## config.mk

```make
export PLATFORM = sky130hd
export DESIGN_NAME = attack_wave_scheduler
export DESIGN_NICKNAME = d
export VERILOG_FILES = /design/src/rtl/attk_sched_pkg.sv /design/src/rtl/frame_tick_counter.sv /design/src/rtl/attack_wave_scheduler.sv
export SDC_FILE = /design/constraint.sdc
export NUM_CORES = 1
export LEC_CHECK = 0
export ABC_AREA = 1
export BUFFER_PORTS_ARGS = -buffer_cell sky130_fd_sc_hd__buf_2
export CAP_MARGIN = 20
export CORE_UTILIZATION = 45
export CTS_CLUSTER_DIAMETER = 60
export CTS_CLUSTER_SIZE = 25
export DETAILED_ROUTE_END_ITERATION = 12
export GPL_ROUTABILITY_DRIVEN = 0
export PLACE_DENSITY = 0.73
export SLEW_MARGIN = 20
export SYNTH_ARGS = -nofsm -noshare
export SYNTH_HDL_FRONTEND = slang
export SYNTH_HIERARCHICAL = 1
export SYNTH_SLANG_ARGS = --single-unit
```

## constraint.sdc

```tcl
create_clock -name clk_65M -period 3.2 [get_ports clk_65M]
set_input_delay 0.32 -clock clk_65M [delete_from_list [all_inputs] [get_ports clk_65M]]
set_output_delay 0.32 -clock clk_65M [all_outputs]
set_load 0.03 [all_outputs]
```

## src/rtl/attk_sched_pkg.sv

```systemverilog
// Shared types, VGA timing constants and helpers for the attacker wave scheduler.
package attk_sched_pkg;

  typedef enum logic [2:0] {
    StIdle   = 3'd0,
    StArm    = 3'd1,
    StLaunch = 3'd2,
    StRun    = 3'd3,
    StPause  = 3'd4,
    StOver   = 3'd5
  } sched_state_e;

  // 1024x768 @ 60 Hz timing, shared with the attacker sprite engines
  localparam int unsigned HFP = 24;
  localparam int unsigned HBP = 160;
  localparam int unsigned VFP = 3;
  localparam int unsigned VBP = 29;

  function automatic logic [3:0] popcount8(input logic [7:0] v);
    logic [3:0] c;
    c = '0;
    for (int i = 0; i < 8; i++) begin
      c = c + {3'b000, v[i]};
    end
    return c;
  endfunction

endpackage

```

## src/rtl/frame_tick_counter.sv

```systemverilog
// Counter that advances only on frame ticks; done pulses on the tick that reaches TERM.
module frame_tick_counter #(
  parameter int unsigned WIDTH = 8,
  parameter int unsigned TERM  = 1
) (
  input  logic clk_65M,
  input  logic clear,
  input  logic tick,
  input  logic run,
  input  logic restart,
  output logic done
);

  localparam logic [WIDTH-1:0] LAST = WIDTH'(TERM - 1);

  logic [WIDTH-1:0] count_q;

  assign done = run && tick && (count_q == LAST);

  always_ff @(posedge clk_65M or posedge clear) begin
    if (clear) begin
      count_q <= '0;
    end else if (restart || done) begin
      count_q <= '0;
    end else if (run && tick) begin
      count_q <= count_q + WIDTH'(1);
    end
  end

endmodule

```

## src/rtl/attack_wave_scheduler.sv

```systemverilog
// Staggers attacker launches, counts dodges into score/waves/levels and latches game over.
module attack_wave_scheduler
  import attk_sched_pkg::*;
#(
  parameter int unsigned N_ATTK       = 5,
  parameter int unsigned LAUNCH_GAP   = 30,
  parameter int unsigned WAVE_LEN     = 20,
  parameter int unsigned PAUSE_FRAMES = 60,
  parameter int unsigned MAX_LEVEL    = 7,
  parameter int unsigned SCORE_W      = 16
) (
  input  logic               clk_65M,
  input  logic               clear,
  input  logic               game_on,
  input  logic               game_stop,
  input  logic [16:0]        H_count,
  input  logic [16:0]        V_count,
  input  logic [N_ATTK-1:0]  atk_over,
  input  logic [N_ATTK-1:0]  atk_wrap,
  output logic [N_ATTK-1:0]  atk_en,
  output logic [2:0]         level,
  output logic [7:0]         wave_num,
  output logic [SCORE_W-1:0] score,
  output logic               game_over,
  output logic [2:0]         state_o
);

  localparam int unsigned CNT_MAX = (LAUNCH_GAP > PAUSE_FRAMES) ? LAUNCH_GAP : PAUSE_FRAMES;
  localparam int unsigned CNT_W   = $clog2(CNT_MAX) + 1;
  localparam int unsigned DODGE_W = $clog2(WAVE_LEN + N_ATTK) + 1;
  localparam int unsigned SUM_W   = SCORE_W + 1;

  localparam logic [DODGE_W-1:0] WAVE_TARGET = DODGE_W'(WAVE_LEN);
  localparam logic [2:0]         LEVEL_MAX   = 3'(MAX_LEVEL);
  localparam logic [3:0]         LAST_IDX    = 4'(N_ATTK - 1);

  sched_state_e       state_q;
  logic [3:0]         launch_idx_q;
  logic [DODGE_W-1:0] dodge_cnt_q;

  logic               frame_tick;
  logic               active;
  logic               collide;
  logic               wave_done;
  logic               gap_done;
  logic               pause_done;
  logic [7:0]         wrap_hits;
  logic [3:0]         inc;
  logic [DODGE_W-1:0] dodge_sum;
  logic [SUM_W-1:0]   score_sum;

  assign frame_tick = (H_count == '0) && (V_count == '0);
  assign active     = (state_q == StLaunch) || (state_q == StRun);
  assign collide    = active && |(atk_over & atk_en);
  assign wrap_hits  = 8'(atk_wrap & atk_en);
  assign inc        = popcount8(wrap_hits);
  assign dodge_sum  = dodge_cnt_q + DODGE_W'(inc);
  assign wave_done  = active && (dodge_sum >= WAVE_TARGET);
  assign score_sum  = {1'b0, score} + SUM_W'(inc);
  assign state_o    = state_q;

  // Gap timing only starts once the first attacker is out.
  frame_tick_counter #(
    .WIDTH (CNT_W),
    .TERM  (LAUNCH_GAP)
  ) u_gap_cnt (
    .clk_65M (clk_65M),
    .clear   (clear),
    .tick    (frame_tick),
    .run     ((state_q == StLaunch) && (launch_idx_q != 4'd0)),
    .restart (state_q != StLaunch),
    .done    (gap_done)
  );

  frame_tick_counter #(
    .WIDTH (CNT_W),
    .TERM  (PAUSE_FRAMES)
  ) u_pause_cnt (
    .clk_65M (clk_65M),
    .clear   (clear),
    .tick    (frame_tick),
    .run     (state_q == StPause),
    .restart (state_q != StPause),
    .done    (pause_done)
  );

  always_ff @(posedge clk_65M or posedge clear) begin
    if (clear) begin
      state_q      <= StIdle;
      launch_idx_q <= '0;
      dodge_cnt_q  <= '0;
      atk_en       <= '0;
      level        <= '0;
      wave_num     <= '0;
      score        <= '0;
      game_over    <= 1'b0;
    end else if (game_stop) begin
      // score and wave_num stay visible until the next game is armed
      state_q      <= StIdle;
      launch_idx_q <= '0;
      dodge_cnt_q  <= '0;
      atk_en       <= '0;
      level        <= '0;
      game_over    <= 1'b0;
    end else begin
      unique case (state_q)
        StIdle, StArm: begin
          if (state_q == StArm || game_on) begin
            score        <= '0;
            wave_num     <= 8'd1;
            level        <= '0;
            launch_idx_q <= '0;
            dodge_cnt_q  <= '0;
            atk_en       <= '0;
            state_q      <= (state_q == StArm) ? StLaunch : StArm;
          end
        end
        StLaunch, StRun: begin
          if (collide) begin
            state_q   <= StOver;
            game_over <= 1'b1;
          end else begin
            score <= score_sum[SCORE_W] ? '1 : score_sum[SCORE_W-1:0];
            if (wave_done) begin
              state_q     <= StPause;
              atk_en      <= '0;
              dodge_cnt_q <= '0;
              level       <= (level == LEVEL_MAX) ? level : level + 3'd1;
              wave_num    <= (wave_num == 8'hff) ? wave_num : wave_num + 8'd1;
            end else begin
              dodge_cnt_q <= dodge_sum;
              if ((state_q == StLaunch) && frame_tick &&
                  ((launch_idx_q == 4'd0) || gap_done)) begin
                atk_en       <= atk_en | (N_ATTK'(1) << launch_idx_q);
                launch_idx_q <= launch_idx_q + 4'd1;
                if (launch_idx_q == LAST_IDX) begin
                  state_q <= StRun;
                end
              end
            end
          end
        end
        StPause: begin
          if (pause_done) begin
            launch_idx_q <= '0;
            state_q      <= StLaunch;
          end
        end
        StOver: begin
        end
        default: state_q <= StIdle;
      endcase
    end
  end

endmodule
```

==> results_dict.tcl, run 1 <==
set metrics [dict create \
    rsz0062_at_grt "yes" \
    period_share 0.979 \
    cp.arrival_ns 3.36 \
    grt_pass1_wl_um 18100 \
    die_w_um 98.5 \
    mappedNetlistArea_mm2 0.00419 \
    violations "design-rule violations" \
    crit_required_ns 3.43 \
    slew_headroom 0.433 \
    p_comb_frac 0.339 \
    io_buffers 83 \
    globalRouteTotalUtil 0.228 \
    clock_latency_ns 0.35 \
    ant_nets 0 \
    maxSlewViolCount 0 \
    clkSlewWorstSetupHoldPaths_ns 0.08 \
    clock-sinks 60 \
    vdd_drop_max_v 0.000327 \
    die_height_um 98.5 \
    diodes 0 \
    timing.fmax_mhz 319 \
    cts-buffers-inserted 9 \
    yosysSeqAreaShare 0.358 \
    grt_overflow 0 \
    most-common-layout-cells "142 x nand2_1, 83 x buf_2, 58 x inv_1" \
    core_area_mm2 0.00889 \
    synth_area_per_cell_um2 7.19 \
    path_max_fanout 6 \
    p_int_w 0.00158 \
    drive_gt1_frac 0.325 \
    finClkSkew_ns 0.0177 \
    vias 4150 \
    first_pass_iters 9 \
    clk_path_buf_depth 2 \
    worstHoldPathType "input port to register" \
    p_sw_frac 0.377 \
    wire_per_inst_um 13.1 \
    area_delta_synth_final_pct 27.2 \
    num_rows 34 \
    ys_types 38 \
    worst_slack_ns 0.0674 \
    final_nets 757 \
    drc 4 \
    dieArea_mm2 0.00971 \
    totalWireLength_um 10500 \
    p_leak_nw 2.75 \
    switching_power_w 0.000955 \
    status "finished with violations" \
    hold_viol_final 0 \
    maxCapViolations 0 \
    place_inst 780 \
    final_common_cell "nand2_1" \
    drt_iter0_drc 267 \
    cts-root-buf "clkbuf_8" \
    ys_ff_latch 60 \
    fill_cells 787 \
    synth_nets 652 \
    min_period_ns 3.13 \
    p_per_area_mw_per_mm2 475 \
    cts_tree "built" \
    antenna_found_initial 0 \
    routed_via_density 5.18 \
    synth.area.top_cells "dfrtp_1 36%, nand2_1 15%, inv_1 5.7%, nand3_1 5.5%, nor2_1 5.2%" \
    initial_core_util 0.472 \
    yosysTopAreaCellShare 0.358 \
    worst_pin_slew_ns 0.842 \
    clockPowerShare 0.316 \
    yosysWarnings 6 \
    cp-end-kind "register" \
    holdWs_ns 0.348 \
    power_frac_seq 0.345 \
    utilization 0.600 \
    setup_viol 0 \
    dpl_worst_slack_ns -0.151 \
    grt_pass1_vias 4144 \
    stdcell_count 801 \
    criticalPathCategory "register to register" \
    h-tree-depth 3 \
    dp_hpwl_um 7840 \
    io-pin-count 84 \
    startpoint_type "register" \
    synth_top_area_cell "dfrtp_1" \
    grt_max_degree 47 \
    syn_inst 583 \
]
kinds of logic (layout without fill, tap and decap cells):
logic type | after synthesis | after routing | synth area share
AOI/OAI and AO/OA | 63 | 63 | 0.0880
xor gates and xnor gates | 14 | 14 | 0.0292
adders and majority gates | 21 | 21 | 0.0698
buffers and inverters | 81 | 190 | 0.0779
DFF | 60 | 60 | 0.358
and+or+nand+nor | 344 | 345 | 0.377
Yosys cell counts (all sizes together):
cell type    n
nor2        75
or2         10
a31oi        1
ha          17
nor3        12
o21bai       1
nor4         1
a21o         5
o211ai       2
o22ai        3
a21oi       18
inv         74
xor2        11
a41oi        1
nand3       51
nand3b       2
dfrtp       60
o21ai       32
nand4       15
xnor2        3
fa           4
buf          7
nand2      178
cell type report:
type                    instances  area (um2)  area share
multi-input cells             443        2600       0.488
clock buffers                  11         151      0.0284
flip-flops and latches         60        1510       0.282
repair buffers                100         579       0.109
clock inverters                 5        83.8      0.0157
well taps                     108         135      0.0253
inverters                      74         279      0.0523
routing by layer:
metal / global-route usage / part of all wire
met4: 0.0735 / 0.017
met2: 0.415 / 0.52
met5: 0 / 0
met3: 0.0418 / 0.038
met1: 0.271 / 0.42
registers in the layout, summed over array words and instances, names as in the netlist:
signal and count:
score 16, wave_num 8, u_gap_cnt/count_q 7, u_pause_cnt/count_q 7
dodge_cnt_q 6, atk_en 5, launch_idx_q 4, level 3
state_o 3, game_over 1
worst max-delay path, cell delays in order (launching register included):
cell and delay, ns:
dfrtp_2 0.37, nand2_2 0.06, fa_1 0.56, fa_2 0.44, inv_2 0.09, ha_4 0.13, inv_2 0.04, fa_2 0.38
inv_2 0.07, nand3_2 0.08, nand2_1 0.08, nand2_1 0.06, nand2_2 0.09, nand2_4 0.07, nand3_4 0.11, nand2_4 0.09
clkbuf_16 0.18, nand2_2 0.05, nand2_1 0.05
stage by stage:
stage                     setup TNS [ns]  area, um2  power (W)
final                                  0       5340    0.00253
after detailed placement           -1.67       4820    0.00163
after global routing               -1.56       5340    0.00268
after floorplan                        0       4210    0.00138
after global placement           -0.0661       4820    0.00161
after CTS                        -0.0212       5090    0.00245
power groups by stage:
stage               Clock, W  Sequential, W  Combinational [W]
global placement           0       0.000883           0.000731
global route        0.000848       0.000885           0.000943
detailed placement         0       0.000885           0.000746
CTS                 0.000817       0.000871           0.000761
finish              0.000800       0.000876           0.000859
floorplan                  0       0.000956           0.000428
what timing repair did:
| item | 4_1_cts | 5_1_grt |
|---|---|---|
| endpoints found under the hold margin | 14 | 0 |
| pin swaps | 3 | 16 |
| cloned | 0 | 2 |
| gates resized for setup | 6 | 56 |
| setup buffers | 0 | 2 |
| setup endpoints to repair | 22 | 44 |
| hold buffers | 1 | 0 |
worst paths after layout:
kind                            startpoint                    to  slack, ns  cells past startpoint
min in group asynchronous            clear  u_gap_cnt/count_q[4]       0.49                      3
worst max-delay path             atk_en[1]           wave_num[2]       0.07                     18
worst min register to register    score[0]              score[0]       0.52                      1
worst min-delay path             game_stop             game_over       0.35                      2
worst max register to register   atk_en[1]           wave_num[2]       0.07                     18
max in group asynchronous            clear             atk_en[3]       1.99                      3
Note: power is estimated with default switching activity, not from simulation.
==> run 2: changes to the inputs <==
clock period = 2.6 ns   (was 3.2 ns; I/O delays follow)
==> run 2 against run 1 <==
Net effect: the flow finishes with violations (design-rule violations, negative setup slack); fmax is 1.5% lower; utilization up 3.4 points; global-route usage up 1.8 points; worst hold slack worse by 0.084 ns; non-clock buffer count rose by 23; critical path type unchanged; critical endpoint is now wave_num[3]; highest routed layer unchanged.
==> results_dict.tcl, run 2 (same netlist as run 1, synthesis figures left out) <==
set metrics [dict create \
    stdcell_area_mm2 0.00564 \
    rrSetupSlack_ns -0.58 \
    cts-buffers-inserted 9 \
    grt_overflow 0 \
    crit_top_cell "inv_2" \
    grt_max_degree 25 \
    worst_pin_slew_ns 0.578 \
    final_common_cell "nand2_1" \
    critPathSlowestCell "fa_1" \
    drc 6 \
    antenna_found_initial 0 \
    cts_tree "built" \
    routed_via_density 5.33 \
    p_comb_frac 0.372 \
    rsz0062_at_grt "yes" \
    num_rows 34 \
    clock-sinks 60 \
    cp_slowest_stage_delay_ns 0.55 \
    wire_per_inst_um 14.0 \
    drt_iter0_drc 190 \
    cp_num_buf_inv 4 \
    status "finished with violations" \
    p_leak_nw 2.95 \
    hold_end "game_over" \
    period_share 1.22 \
    totalWireLength_um 11600 \
    finClkSkew_ns 0.00664 \
    dp_hpwl_um 8340 \
    grt_pass1_wl_um 19100 \
    h-tree-depth 3 \
    maxSlewViolCount 0 \
    clockPowerShare 0.281 \
    cp-end-kind "register" \
    worstHoldStart "game_stop" \
    top_register "score" \
    most-common-layout-cells "130 x nand2_1, 83 x buf_2, 58 x inv_1" \
    worstHoldPathType "input port to register" \
    area_delta_synth_final_pct 34.5 \
    dieArea_mm2 0.00971 \
    power_frac_seq 0.346 \
    die_height_um 98.5 \
    diodes 0 \
    clk_path_buf_depth 2 \
    setup_viol 44 \
    clkSlewWorstSetupHoldPaths_ns 0.07 \
    drive_gt1_frac 0.381 \
    largest_reg_flops 16 \
    min_period_ns 3.18 \
    ant_nets 0 \
    cp.arrival_ns 3.42 \
    clock_latency_ns 0.35 \
    slew_headroom 0.615 \
    cts-root-buf "clkbuf_8" \
    maxCapViolations 0 \
    dpl_worst_slack_ns -0.565 \
    vdd_drop_max_v 0.000308 \
    crit_family "adder cells" \
    criticalPathCategory "register to register" \
    startpoint_type "register" \
    path_max_fanout 8 \
    switching_power_w 0.00121 \
    hold_path_depth 2 \
    violations "design-rule violations, negative setup slack" \
    crit_required_ns 2.84 \
    worst_slack_ns -0.581 \
    core_area_mm2 0.00889 \
    r2r_cells 18 \
    io_buffers 83 \
    crit_cells 18 \
    initial_core_util 0.472 \
    timing.fmax_mhz 314 \
    io-pin-count 84 \
    p_sw_frac 0.391 \
    reg_top3 "score: 16 flops, wave_num: 8 flops" \
    globalRouteTotalUtil 0.246 \
    power.total_w 0.00310 \
    p_int_w 0.00189 \
    r2r-start "atk_en[0]" \
    critical_path.cell_chain "nand2_2 > fa_1 > fa_2 > inv_2 > ha_4 > inv_2 > fa_2 > inv_2 > nand3_2 > nand2_1 > nand2_1 > nand2_2 > nand2_4 > nand3_4 > buf_12 > nand2_8 > nand2_4 > o21ai_2" \
    timing.rr.end "wave_num[3]" \
    place_area_mm2 0.00496 \
    final_nets 780 \
    p_per_area_mw_per_mm2 549 \
    first_pass_iters 10 \
    grt_pass1_vias 4332 \
    vias 4396 \
    hold_viol_final 0 \
    die_w_um 98.5 \
    utilization 0.634 \
]
==> run 2: cell type report <==
| cell class | count | area [um2] |
|---|---|---|
| Inverter | 74 | 283 |
| Clock buffer | 12 | 155 |
| Tap cell | 108 | 135 |
| Sequential cell | 60 | 1510 |
| Timing Repair Buffer | 123 | 792 |
| Clock inverter | 4 | 47.5 |
| Fill cell | 736 | 3250 |
| Multi-Input combinational cell | 443 | 2720 |
==> run 2: how the worst max path moves through the flow <==
stage | from | end | slack [ns]
3_5_place_dp | atk_en[3] | level[1] | -0.57
4_1_cts | atk_en[0] | level[1] | -0.49
5_1_grt | atk_en[0] | wave_num[3] | -0.71
3_3_place_gp | atk_en[1] | level[2] | -0.42
6_report | atk_en[0] | wave_num[3] | -0.58
2_1_floorplan | atk_en[3] | wave_num[7] | -0.47
==> run 2: power by group through the flow <==
stage,Clock (W),Sequential [W],Combinational (W)
2_1_floorplan,0,0.00118,0.000547
3_3_place_gp,0,0.00108,0.000894
3_5_place_dp,0,0.00108,0.000918
4_1_cts,0.000893,0.00107,0.000995
5_1_grt,0.000932,0.00108,0.00126
6_report,0.000870,0.00107,0.00115
==> run 2: layer usage <==
layer  routed length (um)  track usage  vias to the layer above
met1                 4630        0.286                     2095
met2                 6010        0.440                      144
li1                     -            -                     2129
met3                  658       0.0610                       28
met4                  278       0.0873                        0
met5                    0            0                        -
==> run 2: timing repair <==
action | in CTS | in global routing
setup buffers | 7 | 6
endpoints found under the setup margin | 44 | 44
cloned | 0 | 2
hold endpoints to repair | 36 | 0
hold buffers | 1 | 0
resized for setup | 40 | 59
pin swaps | 9 | 23
==> run 2: metrics by stage <==
stage / std cells / hold slack (ns) / setup TNS, ns
finish: 824 / 0.264 / -22.50
global route: 824 / 0.251 / -28.10
CTS: 816 / 0.244 / -18.43
detailed placement: 792 / 0.242 / -19.46
global placement: 792 / 0.236 / -15.59
floorplan: 583 / 0.0634 / -15.77
